`src/rtl/mem_dump_tx.sv`:
```
// mem_dump_tx: latches a dword address, snapshots the 64-bit memory word and sends it MSB byte first as 8N1 UART frames.
// Latency: tx falls one cycle after command acceptance; a dump lasts 1 + 80*CLK_DIV cycles (90*CLK_DIV with checksum).
// Backpressure: cmd_ready is high only in IDLE; cmd_valid is ignored while busy, and commands are never queued.
//
// Ports: clk/reset_n (async active-low); cmd_valid/cmd_byte/cmd_ready command handshake;
//        memadr -> memory debug address, mdata <- memory word; tx serial line; busy; done pulse.
// Optional feature: define MEM_DUMP_CHECKSUM_EN to append a 9th frame carrying the XOR of the 8 data bytes.
module mem_dump_tx #(
  parameter int CLK_DIV = 868,
  parameter int N       = 64
) (
  input  logic         clk,
  input  logic         reset_n,
  input  logic         cmd_valid,
  input  logic [7:0]   cmd_byte,
  output logic         cmd_ready,
  output logic [7:0]   memadr,
  input  logic [N-1:0] mdata,
  output logic         tx,
  output logic         busy,
  output logic         done
);

  localparam int DW = $clog2(CLK_DIV);
  localparam logic [DW-1:0] DIV_LOAD = DW'(CLK_DIV - 1);
`ifdef MEM_DUMP_CHECKSUM_EN
  localparam logic [3:0] LAST_BYTE = 4'd8;
`else
  localparam logic [3:0] LAST_BYTE = 4'd7;
`endif

  typedef enum logic [2:0] {IDLE, FETCH, START, DATA, STOP} state_t;

  state_t         state, state_nxt;
  logic [N-1:0]   shreg;
  logic [7:0]     txbyte;
  logic [7:0]     next_byte;
  logic [3:0]     byte_cnt;
  logic [2:0]     bit_cnt;
  logic [2:0]     bit_nxt;
  logic [DW-1:0]  div_cnt;
  logic           tick;
  logic           last_byte;
`ifdef MEM_DUMP_CHECKSUM_EN
  logic [7:0]     chk;
`endif

  assign tick      = (div_cnt == '0);
  assign last_byte = (byte_cnt == LAST_BYTE);
  assign bit_nxt   = bit_cnt + 3'd1;

  // Byte to send in the frame about to start; the checksum frame follows the 8 data bytes.
  always_comb begin
    next_byte = shreg[N-1 -: 8];
`ifdef MEM_DUMP_CHECKSUM_EN
    if (byte_cnt == 4'd8) next_byte = chk;
`endif
  end

  // State register
  always_ff @(posedge clk or negedge reset_n) begin
    if (!reset_n) state <= IDLE;
    else          state <= state_nxt;
  end

  // Next-state logic
  always_comb begin
    state_nxt = state;
    case (state)
      IDLE:  if (cmd_valid) state_nxt = FETCH;
      FETCH: state_nxt = START;
      START: if (tick) state_nxt = DATA;
      DATA:  if (tick && bit_cnt == 3'd7) state_nxt = STOP;
      STOP:  if (tick) state_nxt = last_byte ? IDLE : START;
      default: state_nxt = IDLE;
    endcase
  end

  // Output decode
  always_comb begin
    cmd_ready = (state == IDLE);
    busy      = (state != IDLE);
  end

  // Datapath: tx is registered and always set one edge ahead to the level of the upcoming bit.
  always_ff @(posedge clk or negedge reset_n) begin
    if (!reset_n) begin
      tx       <= 1'b1;
      memadr   <= '0;
      done     <= 1'b0;
      shreg    <= '0;
      txbyte   <= '0;
      byte_cnt <= '0;
      bit_cnt  <= '0;
      div_cnt  <= '0;
`ifdef MEM_DUMP_CHECKSUM_EN
      chk      <= '0;
`endif
    end else begin
      done <= 1'b0;
      case (state)
        IDLE: begin
          tx <= 1'b1;
          if (cmd_valid) memadr <= cmd_byte;
        end
        FETCH: begin
          // Snapshot: later memory writes cannot alter the frame contents.
          shreg    <= mdata;
          byte_cnt <= '0;
          tx       <= 1'b0;
          div_cnt  <= DIV_LOAD;
`ifdef MEM_DUMP_CHECKSUM_EN
          chk      <= '0;
`endif
        end
        START: begin
          if (tick) begin
            txbyte  <= next_byte;
            shreg   <= shreg << 8;
            bit_cnt <= '0;
            div_cnt <= DIV_LOAD;
            tx      <= next_byte[0];
`ifdef MEM_DUMP_CHECKSUM_EN
            if (byte_cnt != 4'd8) chk <= chk ^ next_byte;
`endif
          end else begin
            div_cnt <= div_cnt - 1'b1;
          end
        end
        DATA: begin
          if (tick) begin
            div_cnt <= DIV_LOAD;
            if (bit_cnt == 3'd7) begin
              tx <= 1'b1;
            end else begin
              bit_cnt <= bit_nxt;
              tx      <= txbyte[bit_nxt];
            end
          end else begin
            div_cnt <= div_cnt - 1'b1;
          end
        end
        STOP: begin
          if (tick) begin
            if (last_byte) begin
              done <= 1'b1;
              tx   <= 1'b1;
            end else begin
              byte_cnt <= byte_cnt + 4'd1;
              tx       <= 1'b0;
              div_cnt  <= DIV_LOAD;
            end
          end else begin
            div_cnt <= div_cnt - 1'b1;
          end
        end
        default: tx <= 1'b1;
      endcase
    end
  end

endmodule

```
`config.mk`:
```
export PLATFORM = sky130hd
export DESIGN_NAME = mem_dump_tx
export DESIGN_NICKNAME = d
export VERILOG_FILES = /design/src/rtl/mem_dump_tx.sv
export SDC_FILE = /design/constraint.sdc
export NUM_CORES = 1
export LEC_CHECK = 0
export BUFFER_PORTS_ARGS = -buffer_cell sky130_fd_sc_hd__clkbuf_2
export CAP_MARGIN = 20
export CORE_ASPECT_RATIO = 1.75
export CORE_MARGIN = 2
export CORE_UTILIZATION = 33
export DETAILED_ROUTE_END_ITERATION = 10
export MAX_ROUTING_LAYER = met4
export PLACE_DENSITY_LB_ADDON = 0.3
export SLEW_MARGIN = 10
export SYNTH_ARGS = -nofsm -noshare
export SYNTH_HDL_FRONTEND = slang
export SYNTH_SLANG_ARGS = --single-unit
```
`constraint.sdc`:
```
create_clock -name clk -period 2.5 [get_ports clk]
set_input_delay 0.125 -clock clk [delete_from_list [all_inputs] [get_ports clk]]
set_output_delay 0.125 -clock clk [all_outputs]
set_load 0.05 [all_outputs]
```
# Word-level counts from Yosys, hierarchy flattened
# Cells that the tools add are included.
[totals]
n_memories = 0
rom_bits = 0
reg_bits = 102
ram_bits = 0
latchBits = 0
word_cells = 73
[op_classes]
addsub = 3
shifts = 0
n_mul = 0
muxes = 29
n_reduce_logical = 17
n_div = 0
n_lt_le_gt_ge = 1
eq_ne = 14
bitwise = 0
[ops]
columns = ["op", "count"]
rows = [
  ["$pmux W64 S2", 1],
  ["$mux W64", 1],
  ["$mux W10", 3],
  ["$pmux W10 S3", 1],
  ["$mux W3", 7],
  ["$pmux W3 S5", 1],
  ["$ne A2 B2 Y1 const B", 7],
  ["$logic_not A10 Y1", 1],
  ["$sub A10 B1 Y10 const B", 1],
  ["$mux W1", 8],
  ["$mux W4", 2],
  ["$pmux W4 S2", 1],
  ["$reduce_and A2 Y1", 4],
  ["$reduce_and A4 Y1", 2],
  ["$eq A3 B2 Y1 const B", 2],
  ["$eq A3 B3 Y1 const B", 2],
  ["$pmux W3 S2", 1],
  ["$reduce_and A3 Y1", 2],
  ["$reduce_bool A2 Y1", 3],
  ["$reduce_bool A3 Y1", 2],
  ["$add A4 B1 Y4 const B", 1],
  ["$eq A4 B3 Y1 const B", 1],
  ["$lt A3 B4 Y1 const B", 1],
  ["$pmux W1 S4", 1],
  ["other kinds (8)", 8],
]

# Depth between registers and ports, before layout
# Gate-level depths: netlist (run 1).
[logic_depth]
word_depth = 6
depth_mapped = 8

# Worst setup path after synthesis (run 1)
# Ideal clock, no wire load.
[synth_path]
path_kind = "reg-to-reg"
startpoint = "register state[2]"
endpoint = "register memadr[0]"
arrival_ps = 3283
setup_time_ps = 125
path_slack_ps = -908
path_buffers = 1
period_less_slack_ps = 3408
required_time_ps = 2375
path_stages_with_launch = 6
path_cell_list = "dfrtp_1 > clkbuf_1 > nor3_1 > inv_1 > nor2_1 > mux2_2"
[synth_via]
elab_chain_cells = 2
[synth_lines]
columns = ["item", "line", "source"]
rows = [
  ["start, declared", "34", "state_t state, state_nxt;"],
  ["start signal, assigned", "63", "else state <= state_nxt;"],
  ["$logic_not A3 Y1", "-", ""],
  ["via cmd_ready", "16", "output logic cmd_ready,"],
  ["$reduce_and A2 Y1 (no line)", "-", ""],
  ["end signal, assigned", "104", "if (cmd_valid) memadr <= cmd_byte;"],
  ["end, declared", "17", "output logic [7:0] memadr,"],
]
# The timed path passes the listed nets, and every way through them passes these cells.
# A chain may end at the register's enable or synchronous reset.

# Final worst setup path (run 1)
[layout_path]
startpoint = "register div_cnt[0]"
endpoint = "register div_cnt[1]"
[layout_via]
elab_chain_cells = 3
word_cells_on_any_way = 7
[layout_lines]
columns = ["item", "line", "source"]
rows = [
  ["start, declared", "41", "logic [DW-1:0] div_cnt;"],
  ["start signal, assigned", "127", "div_cnt <= div_cnt - 1'b1;"],
  ["start signal, assigned", "140", "div_cnt <= div_cnt - 1'b1;"],
  ["start signal, assigned", "154", "div_cnt <= div_cnt - 1'b1;"],
  ["$sub A10 B1 Y10 or $logic_not A10 Y1 (tied branches)", "-", ""],
  ["$mux W10 (tied with other cells)", "144", "if (tick) begin"],
  ["$pmux W10 S3 or $reduce_and A2 Y1 (tied branches)", "-", ""],
]
# Parallel ways exist; a longest one is shown, timed or not.

==> results.md, run 1 <==
- Final Worst Setup Slack: 0.0411 ns
- Reg-to-reg critical path startpoint: div_cnt[0]$_DFFE_PN0P_
- Area of the core: 14,400 um^2
- Final-report hold violation count: 0
- # rows: 58
- Port Buf Inserts: 86
- Number of synthesized register bits: 102
- Setup_tns: 0 ns
- Chip Width: 95.9 um
- Crit Path Max Fanout: 8
- Total placed cells including tap cells: 700
- Hold path endpoint: shreg[0]$_DFFE_PN0P_
- Critical path's slowest cell: or4b_4
- Asr flop ratio synth: 1.00
- Mapped Avg Cell Area: 10.9 um^2
- Post-synthesis sequential area ratio: 0.524
- P&R area growth vs syn: 22.6%
- Gr ovfl total: 0
- Initial Util: 0.338
- Global-route wire length before repair: 19.7 mm
- Crit. End Element: flip-flop
- Buf/Inv on CP: 1
- Main synth FF type: dfrtp_1
- Max-Cap Viols: 0
- Ant diodes: 0
- Clock Path Buffers: 2
- Dpl ws: -0.0114 ns
- WL/cell: 17.3 um
- Netlist cell types: 44
- Root Buffer: clkbuf_16
- DRC: 0
- Dpl cell area: 5600 um^2
- Die H: 165 um
- Tcrit/Tclk final: 0.984
- Worst reg-to-reg setup slack: 0.04 ns
- Skew-Pair Late Insertion Delay: 0.34 ns
- Slew @ Worst Pin: 0.651 ns
- CP max stage delay: 0.52 ns
- Yosys Warn Count: 0
- Post-route cell area: 5970 um^2
- WS Path Type: reg2reg
- GRT Overall Usage: 0.163
- Clock skew: 0.00878 ns
- Power per cell area: 528 nW/um^2
- Antenna violations before repair: 0
- CP Data Arrival Time: 2.65 ns
- Max-slew headroom: 0.564
- WL final: 12.5 mm
- Min cycle time layout: 2.46 ns
- Mapped Cells: 449
- Hold slack: 0.0129 ns
- Antenna Nets Post-Route: 0
- Synthesized area: 4870 um^2
- CTS tree: yes
- EDFF count, synth: 0
- Final core utilization: 0.414
- Post-synth net total: 528
- Worst r2r dst: div_cnt[1]$_DFFE_PN0P_
- Fmax: 0.407 GHz
- Status: complete, no violations
- Vias in the first global route: 3,989
- Reg2reg path depth: 6
- GPL Wtd Cong: 0.822
- Worst hold stages: 2
- Detailed-placement wirelength estimate: 8.58 mm
- Startpoint types: flip-flop
- Vias: 3,826
- Boundary pin count: 87
- Drt first-iter violations: 155
- Worst-path clk slew: 0.07 ns
- Largest net degree at the start of global routing: 59
- Final Non-Filler Cells: 721
- Final setup vio count: 0
- H-tree depth: 3
- CP cell instances: inv_1 > ha_1 > or4b_4 > or4_1 > a21oi_2 > a22oi_1
- CP required: 2.69 ns
- Die Area: 15,800 um^2
- Initial DRT Pass Iterations: 4
- Pins over their slew limit: 0
- Leak: 2.83 nW
- CTS Sinks: 102
- Layout Nets: 615
- TritonCTS Buffers: 9
- Peak supply drop: 371 uV
- Vias per Instance: 5.31
- Layout cells sized above 1: 0.285
- HP Start: mdata[0]
- CP top delay family: simple AND/OR/NAND/NOR gates
- Min-delay worst type: in2reg
- Power Total: 3.16 mW
## worst register-to-register path, stage by stage, from the launching register on
cell	delay (ns)
dfrtp_1	0.39
inv_1	0.11
ha_1	0.23
or4b_4	0.52
or4_1	0.51
a21oi_2	0.39
a22oi_1	0.17
## worst max-delay path by stage
stage / to / slack (ns) / depth (start not counted) / startpoint
6_report: div_cnt[1]$_DFFE_PN0P_ / 0.04 / 6 / div_cnt[0]$_DFFE_PN0P_
5_1_grt: div_cnt[1]$_DFFE_PN0P_ / -0.02 / 6 / div_cnt[0]$_DFFE_PN0P_
4_1_cts: div_cnt[1]$_DFFE_PN0P_ / 0.04 / 6 / div_cnt[0]$_DFFE_PN0P_
3_5_place_dp: shreg[1]$_DFFE_PN0P_ / -0.01 / 8 / div_cnt[0]$_DFFE_PN0P_
3_3_place_gp: shreg[7]$_DFFE_PN0P_ / 0.05 / 8 / div_cnt[0]$_DFFE_PN0P_
2_1_floorplan: memadr[0]$_DFFE_PN0P_ / 0.003 / 5 / state[2]$_DFFE_PN0P_
## synth_stat cells, types with 2 or more instances
library cell	number	area (um^2)
dfrtp_1	101	2530
nor3_1	66	330
a21oi_1	63	315
mux2i_1	57	571
mux2_2	18	203
clkbuf_1	17	63.8
buf_2	15	75.1
nor2_1	14	52.6
inv_1	11	41.3
a22o_1	9	78.8
o21ai_0	6	30.0
o31ai_1	6	45.0
nand2_1	5	18.8
or4_1	5	37.5
a221oi_1	4	35.0
ha_1	4	50.1
nor4_1	4	25.0
a31oi_1	3	18.8
and3_1	3	18.8
and4_1	3	26.3
nor2b_1	3	18.8
or3_1	3	18.8
or3b_2	3	26.3
a211o_1	2	17.5
mux4_2	2	45.0
nand2b_1	2	12.5
nand3_1	2	10.0
xnor2_1	2	17.5
## power breakdown
part	leakage (nW)	switching, mW	internal [mW]	total [mW]
logic	1.62	0.0968	0.0712	0.168
clock network	0.129	0.648	0.682	1.33
registers	1.08	0.00299	1.66	1.66
total	2.83	0.748	2.41	3.16
## routing by layer
metal / global-route usage / vias to the layer above / part of all wire
met4: 0.0474 / 0 / 0.014
met2: 0.279 / 92 / 0.54
met3: 0.0255 / 18 / 0.035
li1: - / 1830 / -
met1: 0.198 / 1886 / 0.41
met5: - / - / 0
## registers in the layout, summed over array words and instances, names as in the netlist
register,count
shreg,64
div_cnt,10
memadr,8
txbyte,8
byte_cnt,4
bit_cnt,3
state,3
done,1
tx,1
## repair_timing
| action | in CTS | in global routing |
|---|---|---|
| setup buffers | 0 | 1 |
| endpoints found under the hold margin | 44 | 0 |
| hold buffers | 2 | 0 |
| endpoints found under the setup margin | 38 | 73 |
| pin swaps | 0 | 1 |
| resized for setup | 1 | 3 |
| cloned | 0 | 2 |
## logic make-up after synthesis
kind of cell             Yosys count  share of synthesized area
AND/OR/NAND/NOR                  121                      0.136
flip-flops                       102                      0.524
AO/OA/AOI/OAI                     99                      0.121
multiplexers                      77                      0.168
buffers and inverters             44                     0.0377
adder cells (fa/ha/maj)            4                     0.0103
XOR/XNOR                           2                    0.00359
## cells in the final DEF (no fill, tap or decap), types with 6 or more instances in the layout
| cell | instances |
|---|---|
| nor3_1 | 64 |
| clkbuf_2 | 85 |
| mux2_2 | 18 |
| mux2i_1 | 57 |
| o21ai_0 | 6 |
| clkbuf_16 | 11 |
| buf_4 | 15 |
| inv_1 | 11 |
| a21oi_1 | 63 |
| o31ai_1 | 6 |
| nor2_1 | 14 |
| dfrtp_1 | 101 |
| a22o_1 | 9 |
## cell type report
class                           instances  area [um^2]
Clock inverter                          6         46.3
Sequential cell                       102         2550
Inverter                               11         41.3
Fill cell                            1374         8470
Multi-Input combinational cell        303         2180
Tap cell                              180          225
Clock buffer                           10          229
Timing Repair Buffer                  109          699
Power figures use the tool's default switching activity.
==> run 2, diff against run 1 <==
--- a/config.mk
+++ b/config.mk
@@ -5,6 +5,7 @@
 export SDC_FILE = /design/constraint.sdc
 export NUM_CORES = 1
 export LEC_CHECK = 0
+export ABC_AREA = 1
 export BUFFER_PORTS_ARGS = -buffer_cell sky130_fd_sc_hd__clkbuf_2
 export CAP_MARGIN = 20
 export CORE_ASPECT_RATIO = 1.75
==> results.md, run 2 <==
- RSZ-0062 raised after global routing: no
- Netlist cell types: 37
- Worst r2r dst: shreg[46]$_DFFE_PN0P_
- Vias per Instance: 4.59
- Buf/Inv on CP: 2
- Reg-to-reg critical path startpoint: div_cnt[0]$_DFFE_PN0P_
- Fmax: 0.501 GHz
- Post-synth net total: 697
- Number of synthesized register bits: 102
- Chip Width: 97.8 um
- Startpoint types: flip-flop
- H-tree depth: 3
- Vias: 4,136
- Die H: 168 um
- Initial Util: 0.334
- Layout cells sized above 1: 0.215
- Commonest non-fill, non-tap cells in the layout: nand2_1, dfrtp_1, inv_1
- WL final: 11.3 mm
- Root Buffer: clkbuf_16
- Largest net degree at the start of global routing: 79
- CP required: 2.78 ns
- Port Buf Inserts: 86
- WS Path Type: reg2reg
- GPL Wtd Cong: 0.798
- Min cycle time layout: 2.00 ns
- Antenna violations before repair: 0
- Mapped Avg Cell Area: 8.23 um^2
- Commonest non-fill, non-tap cell in the layout: nand2_1
- Min-delay worst type: in2reg
- Max-Cap Viols: 0
- Slew @ Worst Pin: 0.646 ns
- Post-synthesis sequential area ratio: 0.502
- Skew-Pair Late Insertion Delay: 0.35 ns
- Max-slew headroom: 0.569
- Largest reg by FF count: shreg
- Biggest regs: shreg (64), div_cnt (10)
- Ant diodes: 0
- Leak: 3.05 nW
- Status: complete, no violations
- M3 GR Usage: 0.0162
- Asr flop ratio synth: 1.00
- Power per cell area: 1200 nW/um^2
- Crit. End Element: flip-flop
- Total placed cells including tap cells: 871
- Fillcell total: 1,587
- Worst reg-to-reg setup slack: 0.50 ns
- Worst-path clk slew: 0.08 ns
- Drt first-iter violations: 150
- CTS tree: yes
- Worst hold stages: 2
- WL/cell: 12.5 um
- Critical path's slowest cell: dfrtp_1
- Synthesized area: 5080 um^2
- Hold path endpoint: memadr[4]$_DFFE_PN0P_
- Crit Path Max Fanout: 42
- Pins over their slew limit: 0
- Layer carrying the most global-route usage: met2
- CP Data Arrival Time: 2.28 ns
- TritonCTS Buffers: 9
- Cell mode on critical path: nand3_4
- Tcrit/Tclk final: 0.798
- CTS Sinks: 102
- Boundary pin count: 87
- Count leader, synth: nand2_1
- HP Start: cmd_byte[4]
- Mapped Cells: 618
- Yosys Warn Count: 0
- DRC: 0
- # rows: 60
- Setup_tns: 0 ns
- Antenna Nets Post-Route: 0
- Final Non-Filler Cells: 901
- Clock skew: 0.0125 ns
- Initial DRT Pass Iterations: 4
- EDFF count, synth: 0
- Met1 global-route usage: 0.176
- Final-report hold violation count: 0
- Yosys top cell area share: 0.497
- Area of the core: 15,200 um^2
- Layout Nets: 789
- GRT Overall Usage: 0.145
- Detailed-placement wirelength estimate: 8.06 mm
- Top cells by instance count after synthesis: nand2_1, dfrtp_1, inv_1
- Max reg flops: 64
- P&R area growth vs syn: 19.7%
- CP cell instances: inv_1 > ha_1 > nand3_4 > nor2_8 > nand3_4 > nand2_4 > buf_4 > nand2_1 > o21ai_1
- CP max stage delay: 0.42 ns
- Final setup vio count: 0
- CP top delay family: simple AND/OR/NAND/NOR gates
- M2 GR Usage: 0.245
- Main synth FF type: dfrtp_1
- Global-route wire length before repair: 18.8 mm
- Top area cells in the synthesized netlist: dfrtp_1, nand2_1, o21ai_0
- Die Area: 16,500 um^2
- Synth area leader: dfrtp_1
- Gr ovfl total: 0
- Reg2reg path depth: 9
- CTS resizes: 0
- Vias in the first global route: 4,012
- Clock Path Buffers: 2
- Peak supply drop: 667 uV
-- run 2: changes by cell type in the layout (fill, tap and decap cells not counted), moves of 12 or more --
cell           change
dlygate4sd3_1     +12
o21ai_0           +72
o21ai_1           +57
nand3_1           +23
nand2_2           +12
nand2_1          +155
inv_1             +79
mux2i_1           -57
nor3_1            -62
a21oi_1           -61
-- run 2: timing repair --
item,4_1_cts,5_1_grt
hold endpoints to repair,57,0
hold buffers,14,0
setup buffers,0,0
-- run 2: per-stage QoR --
stage / util / setup WS, ns / cell area, um^2 / hold WS, ns / power [mW]
detailed placement: 0.371 / 0.491 / 5660 / 0.194 / 6.00
global route: 0.399 / 0.296 / 6090 / 0.0109 / 7.95
CTS: 0.399 / 0.484 / 6090 / 0.00459 / 7.42
floorplan: - / 0.124 / 5080 / -0.171 / 5.34
finish: 0.399 / 0.505 / 6090 / 0.0103 / 7.33
global placement: 0.371 / 0.530 / 5660 / 0.198 / 5.97
-- run 2: layer usage --
| layer | up-vias | wire length (um) |
|---|---|---|
| met3 | 15 | 311 |
| li1 | 2152 | - |
| met5 | - | 0 |
| met1 | 1890 | 4870 |
| met2 | 79 | 5880 |
| met4 | 0 | 227 |
-- run 2: how the worst max path moves through the flow --
stage / cells after the start / startpoint / slack, ns / end
3_3_place_gp: 8 / div_cnt[0]$_DFFE_PN0P_ / 0.53 / shreg[63]$_DFFE_PN0P_
2_1_floorplan: 8 / state[0]$_DFFE_PN0P_ / 0.12 / state[1]$_DFFE_PN0P_
3_5_place_dp: 9 / div_cnt[0]$_DFFE_PN0P_ / 0.49 / shreg[46]$_DFFE_PN0P_
5_1_grt: 9 / div_cnt[0]$_DFFE_PN0P_ / 0.30 / shreg[49]$_DFFE_PN0P_
4_1_cts: 9 / div_cnt[0]$_DFFE_PN0P_ / 0.48 / shreg[46]$_DFFE_PN0P_
6_report: 9 / div_cnt[0]$_DFFE_PN0P_ / 0.50 / shreg[46]$_DFFE_PN0P_
-- run 2: final cells by class --
| cell class | count | area, um^2 | share of cell area |
|---|---|---|---|
| Clock buffer | 9 | 225 | 0.0370 |
| Timing Repair Buffer | 108 | 671 | 0.110 |
| Inverter | 94 | 353 | 0.0580 |
| Sequential cell | 102 | 2550 | 0.420 |
| Tap cell | 186 | 233 | 0.0382 |
| Clock inverter | 7 | 62.6 | 0.0103 |
| Multi-Input combinational cell | 395 | 1990 | 0.327 |
-- run 2: logic make-up (layout without fill, tap and decap cells) --
kind of cell | after synthesis | count (layout) | share of synthesized area
flops | 102 | 102 | 0.502
xor+xnor | 2 | 2 | 0.00345
mux | 8 | 8 | 0.0177
fa+ha+maj | 4 | 4 | 0.00985
compound gates | 153 | 153 | 0.161
simple gates | 228 | 228 | 0.199
buf+inv | 121 | 218 | 0.107
-- run 2: power by group --
group	internal [mW]	switching [mW]	total [mW]	leakage, nW
Sequential	2.33	0.248	2.57	1.28
Combinational	1.07	2.31	3.38	1.62
Clock	0.699	0.676	1.38	0.144
